## src/rtl/fetch_stage.sv

```systemverilog
// rtl/fetch_stage.sv - RV32I instruction fetch stage with one-entry skid buffer
// Optional misaligned-redirect trap: define FETCH_MISALIGN_TRAP_EN to add
// misalign_err and the HALT state. Default build clears jmp_target[1:0].
module fetch_stage #(
  parameter logic [31:0] RESET_PC  = 32'h0000_0000,
  parameter logic [31:0] NOP_INSTR = 32'h0000_0013
) (
  input  logic        clk,
  input  logic        rst,
  output logic        imem_req,
  output logic [31:0] imem_addr,
  input  logic        imem_ready,
  input  logic [31:0] imem_rdata,
  input  logic        stall,
  input  logic        jmp_taken,
  input  logic [31:0] jmp_target,
  output logic [31:0] instr,
  output logic [31:0] instr_pc,
`ifdef FETCH_MISALIGN_TRAP_EN
  output logic        misalign_err,
`endif
  output logic        instr_valid
);

  typedef enum logic [1:0] {
    FETCH = 2'd0,
    DRAIN = 2'd1
`ifdef FETCH_MISALIGN_TRAP_EN
    , HALT = 2'd2
`endif
  } state_t;

  state_t      state;
  logic [31:0] pc;
  logic [31:0] redirect_pc;
  logic        skid_valid;
  logic [31:0] skid_instr;
  logic [31:0] skid_pc;
  logic [31:0] tgt;
  logic        transfer;
  logic        pending;

  // Redirect targets are always word aligned; the low bits never reach pc.
  assign tgt = {jmp_target[31:2], 2'b00};

`ifdef FETCH_MISALIGN_TRAP_EN
  logic misaligned;
  assign misaligned = |jmp_target[1:0];
`else
  logic tgt_low_unused;
  assign tgt_low_unused = ^jmp_target[1:0];
`endif

  // Request whenever fetching or draining with room for the response; dropped during reset.
  assign imem_req  = !rst && !skid_valid && (state == FETCH || state == DRAIN);
  assign imem_addr = pc;
  assign transfer  = imem_req && imem_ready;
  // A request is outstanding and cannot be retargeted this cycle.
  assign pending   = imem_req && !imem_ready;

  // Fetch state machine, pc, skid buffer and decode-facing output registers.
  always_ff @(posedge clk or posedge rst) begin
    if (rst) begin
      state       <= FETCH;
      pc          <= RESET_PC;
      redirect_pc <= RESET_PC;
      skid_valid  <= 1'b0;
      skid_instr  <= NOP_INSTR;
      skid_pc     <= 32'h0;
      instr       <= NOP_INSTR;
      instr_pc    <= 32'h0;
      instr_valid <= 1'b0;
`ifdef FETCH_MISALIGN_TRAP_EN
      misalign_err <= 1'b0;
`endif
    end else begin
      case (state)
        DRAIN: begin
          // Output stays a bubble until the abandoned response has been swallowed.
          instr       <= NOP_INSTR;
          instr_valid <= 1'b0;
          skid_valid  <= 1'b0;
          if (jmp_taken) redirect_pc <= tgt;
`ifdef FETCH_MISALIGN_TRAP_EN
          if (jmp_taken && misaligned) misalign_err <= 1'b1;
`endif
          if (imem_ready) begin
            pc    <= jmp_taken ? tgt : redirect_pc;
            state <= FETCH;
`ifdef FETCH_MISALIGN_TRAP_EN
            if (misalign_err || (jmp_taken && misaligned)) state <= HALT;
`endif
          end
        end
`ifdef FETCH_MISALIGN_TRAP_EN
        HALT: begin
          instr       <= NOP_INSTR;
          instr_valid <= 1'b0;
          skid_valid  <= 1'b0;
        end
`endif
        FETCH: begin
          if (jmp_taken) begin
            // Redirect wins over stall and data, and always flushes.
            instr       <= NOP_INSTR;
            instr_valid <= 1'b0;
            skid_valid  <= 1'b0;
            if (pending) begin
              redirect_pc <= tgt;
              state       <= DRAIN;
            end else begin
              pc <= tgt;
            end
`ifdef FETCH_MISALIGN_TRAP_EN
            if (misaligned) begin
              misalign_err <= 1'b1;
              if (!pending) state <= HALT;
            end
`endif
          end else if (transfer) begin
            pc <= pc + 32'd4;
            if (!stall) begin
              instr       <= imem_rdata;
              instr_pc    <= pc;
              instr_valid <= 1'b1;
            end else begin
              // Decode is stalled: park the word; request stops while parked.
              skid_valid <= 1'b1;
              skid_instr <= imem_rdata;
              skid_pc    <= pc;
            end
          end else if (!stall) begin
            if (skid_valid) begin
              instr       <= skid_instr;
              instr_pc    <= skid_pc;
              instr_valid <= 1'b1;
              skid_valid  <= 1'b0;
            end else begin
              instr       <= NOP_INSTR;
              instr_valid <= 1'b0;
            end
          end
        end
        default: state <= FETCH;
      endcase
    end
  end

endmodule

```

## config.mk

```make
export PLATFORM = sky130hd
export DESIGN_NAME = fetch_stage
export DESIGN_NICKNAME = d
export VERILOG_FILES = /design/src/rtl/fetch_stage.sv
export SDC_FILE = /design/constraint.sdc
export NUM_CORES = 1
export LEC_CHECK = 0
export CELL_PAD_IN_SITES_DETAIL_PLACEMENT = 0
export CELL_PAD_IN_SITES_GLOBAL_PLACEMENT = 1
export CORE_MARGIN = 2
export CORE_UTILIZATION = 40
export CTS_BUF_LIST = sky130_fd_sc_hd__clkbuf_16
export DETAILED_ROUTE_END_ITERATION = 10
export PLACE_DENSITY_LB_ADDON = 0.25
export SLEW_MARGIN = 10
export SYNTH_ARGS = -nofsm -noshare
export SYNTH_HDL_FRONTEND = slang
export SYNTH_SLANG_ARGS = --single-unit
```

## constraint.sdc

```tcl
create_clock -name clk -period 14.29 [get_ports clk]
set_input_delay 2.1435 -clock clk [delete_from_list [all_inputs] [get_ports clk]]
set_output_delay 2.1435 -clock clk [all_outputs]
set_load 0.1 [all_outputs]
```

Yosys cells after proc, flatten, opt, wreduce, memory -nomap -nowiden
Index checks and enable logic that the tools add are counted.
{ "totals": {"input_bits": 69, "ff_bits": 196, "wordCells": 73} }
{ "op_classes": {"n_addsub": 1, "reduce_logical": 18, "eq_ne": 9, "n_bitwise": 2, "muxes": 34} }
{ "ops": {"columns": ["cell", "count"], "rows": [
  ["$mux 32", 16],
  ["$pmux 32 s2", 3],
  ["$add 32x3->32 const B", 1],
  ["$reduce_and 4->1", 3],
  ["$mux 1", 9],
  ["$ne 3x3->1 const B", 3],
  ["$reduce_and 3->1", 3],
  ["$ne 4x4->1 const B", 2],
  ["$mux 2", 3],
  ["$ne 2x2->1 const B", 3],
  ["$logic_and 1x1->1", 4],
  ["$pmux 1 s2", 2],
  ["$pmux 2 s2", 1],
  ["$reduce_bool 2->1", 2],
  ["$logic_not 1->1", 3],
  ["$eq 2x1->1 const B", 1],
  ["$logic_not 2->1", 1],
  ["$not 1->1", 2],
  ["$reduce_and 2->1", 1],
  ["$logic_or 1x1->1", 1]
]} }

Longest topological paths before layout
{ "depth": {"word_depth": 7, "depth_mapped": 8, "mapped_depth_nobuf": 6} }

Least setup slack after synthesis
No wires, ideal clock.
{ "synth_timing": {"kind": "input to output", "from": "in rst", "to": "out imem_req", "arrival_time_ns": 3.481, "cell_stages": 1, "setup_slack_ns": 8.666, "cell_sequence": "nor2_1"} }
{ "synth_via": {"elab_chain_len": 3} }
{ "synth_rtl": {"columns": ["item", "line_no", "rtl"], "rows": [
  ["from (decl)", "9", "input logic rst,"],
  ["$logic_not 1->1 (no line)", null, null],
  ["$logic_and 1x1->1 (2 in a row)", "55", "assign imem_req = !rst && !skid_valid && (state == FETCH || state == DRAIN);"],
  ["to (decl)", "10", "output logic imem_req,"]
]} }
No other way between the ends.

Final worst setup path
Ends and elaborated chain as after synthesis.

==> run metrics <==
largest cells by area after synthesis=dfrtp_1, mux2_2, o21ai_0, nand2_1, a222oi_1; setup ws final=7900 ps; WP data arrival=4240 ps; pin count of the biggest net entering global routing=128; status=finished clean; Placed Area=10700 um2; crit path cell chain=clkdlybuf4s50_1 -> nor2_1 -> clkdlybuf4s50_1; GRT Util Overall=0.199; RSZ-0062 raised after global routing=false; antenna viol nets, final=0; HP Class=register to register; die area=23200 um2; CP max-delay cell=clkdlybuf4s50_1; R2R depth=6; Routability Congestion=0.808; vias in the first global route=6305; final hold vios=0; CP startpoint=rst; Post-Route Setup TNS=0 ps; Horiz. Die Dim=152 um; Syn-to-layout area delta=28.1%; NumNets Final=1000; 1st-iter DRT viols=421; pwr dens=175 nW/um2; Post-synth EDFFs=0; pre-CTS setup slack=7900 ps; sequential-to-total area share from yosys stat=0.555; Worst Hold Slack=478 ps; Max VDD drop=84.4 uV; NetSw=0.846 mW; Final Max Slew Viols=0; Syn Area/Cell=11.1 um2; first-pass GRT wire length=36.7 mm; via/cell ratio=5.41; post-cts sizing count=0; Sw Share=0.429; clock sinks=195; Post-Synthesis Cells=796; crit share post-route=0.447; drt drc=0; crit start category=input pin; Root Buffer=clkbuf_16; total core area=21700 um2; WL/cell=18.7 um; htree depth=4; reg-to-reg startpoint=state[0]; worst skew pair latency=440 ps; max_cap viols=0; Gate power share=0.362; CP required=12150 ps; Pleak=5.04 nW; Synth top area share=0.537; commonest non-fill, non-tap cell in the layout=dfrtp_1; Starting Density=0.406; Post-Route Skew=9.67 ps; reg2reg setup slack=11380 ps; Crit path buffers/inverters=2; n_diodes=0; cell taking the most area after synthesis=dfrtp_1; critical path class=input pin to output port; Worst-path clk slew=70 ps; P_int=1.12 mW; CP top delay family=buffers and inverters; most frequent cells in the layout=dfrtp_1, clkdlybuf4s50_1, mux2_2, o21ai_0, nand2_1; YS warnings=0; f_max=0.157 GHz; I/O pins=167; ys async rst share=1.00; FILL cells=1975; Site Rows=54; Hold-fix buffers, CTS=0; drt total wl=22.8 mm; final instance area=11300 um2; via count=6620; Seq pwr share=0.390; Port-buffer cells=164; CP max FO=5; Die Y=152 um; post-synth cell types=53; setup bufs post-CTS=0; dpl hpwl=14.5 mm; WP depth=3; Num CTS Buffers=17; clock power share=0.247; Largest stage delay, worst path=1230 ps; layout cells sized above 1=0.162; Seq cells post-synth=195; Worst Setup End Kind=output port; FF-to-FF End=skid_pc[19]; Mapped Nets=866; Final Setup Violations=0; Critical Path End=imem_req; CTS Buffer Depth=2; CTS tree=built; first-pass iteration count of the detailed router=7; most used cell, CP=clkdlybuf4s50_1; GR Overflow Total=0; Cell Area, Synth=8800 um2; Tmin final=6390 ps; Slew @ Worst Pin=1070 ps; initial antenna violation count=0; slew margin rel.=0.289; Top FF cell, synth=dfrtp_1
-- synth_stat cells (all sizes together) (2+ instances only) --
cell type  instances
o2bb2ai            4
a221o              4
a221oi             3
dfstp              6
a31oi             10
o211ai             3
nor2              35
nor3               7
and2               4
nand4             12
o22ai              9
xnor2              3
dfrtp            189
nor4               5
inv               44
and3              11
mux2i             29
a41oi              6
mux2              86
nand2             79
nor2b              2
a21oi             35
a211oi             2
or2                2
buf               30
o31a               5
o22a               2
a222oi            29
a32o               2
nand3             10
xor2               3
o21ai             88
clkbuf            29
-- layer usage --
metal | vias up | share of wire | global-route usage
li1 | 3163 | - | -
met1 | 3281 | 0.51 | 0.309
met2 | 159 | 0.44 | 0.287
met3 | 17 | 0.038 | 0.0384
met4 | 0 | 0.012 | 0.0481
met5 | - | 0 | 0
-- worst min path at each step --
| stage | startpoint | end | cells after the start |
|---|---|---|---|
| after CTS | skid_instr[21] | instr[21] | 2 |
| after floorplan | skid_pc[20] | skid_pc[20] | 2 |
| final | skid_instr[21] | instr[21] | 2 |
| after detailed placement | skid_instr[28] | instr[28] | 2 |
| after global routing | skid_instr[21] | instr[21] | 2 |
| after global placement | skid_instr[25] | instr[25] | 2 |
-- worst reg2reg max path: stages, from the launching register on --
cell and delay, ps:
dfrtp_1 360, buf_4 270, nor2_2 150, and2_1 140, buf_4 370, nand3_4 800
mux2_2 700
-- flip-flops by register name, summed over array words and instances, names as in the netlist --
register and cells:
imem_addr 32, instr 32, instr_pc 32, instr_valid 1
redirect_pc 32, skid_instr 32, skid_pc 32, skid_valid 1
state 1
-- cell families (layout without fill, tap and decap cells) --
kind of cell               after synthesis  count (layout)  share of synthesized area
buffers and inverters                  103             250                     0.0478
adders and majority gates                1               1                    0.00142
xor gates and xnor gates                 6               6                    0.00597
AOI/OAI and AO/OA                      206             206                      0.152
muxes                                  115             115                      0.143
DFF                                    195             195                      0.555
and+or+nand+nor                        170             170                     0.0941
-- power groups by stage --
| stage | registers, mW | logic [mW] | clock network [mW] |
|---|---|---|---|
| final | 0.769 | 0.714 | 0.487 |
| after global routing | 0.787 | 0.751 | 0.521 |
| after CTS | 0.769 | 0.718 | 0.499 |
| after detailed placement | 0.779 | 0.717 | 0 |
| after global placement | 0.774 | 0.712 | 0 |
| after floorplan | 1.12 | 0.184 | 0 |
-- layout make-up --
cell class / instances / area, um2 / share of cell area
timing repair buffer: 174 / 1730 / 0.154
clock buffer: 17 / 425 / 0.0377
clock inverter: 15 / 170 / 0.0151
tap: 280 / 350 / 0.0311
multi-input combinational: 498 / 3540 / 0.314
inverter: 44 / 173 / 0.0153
sequential: 195 / 4890 / 0.434
-- through the flow --
step | instances | util | power (mW)
2_1_floorplan | 796 | - | 1.30
3_3_place_gp | 1190 | 0.491 | 1.49
3_5_place_dp | 1190 | 0.491 | 1.50
4_1_cts | 1222 | 0.519 | 1.99
5_1_grt | 1223 | 0.520 | 2.06
6_report | 1223 | 0.520 | 1.97
Note: power is estimated with default switching activity, not from simulation.
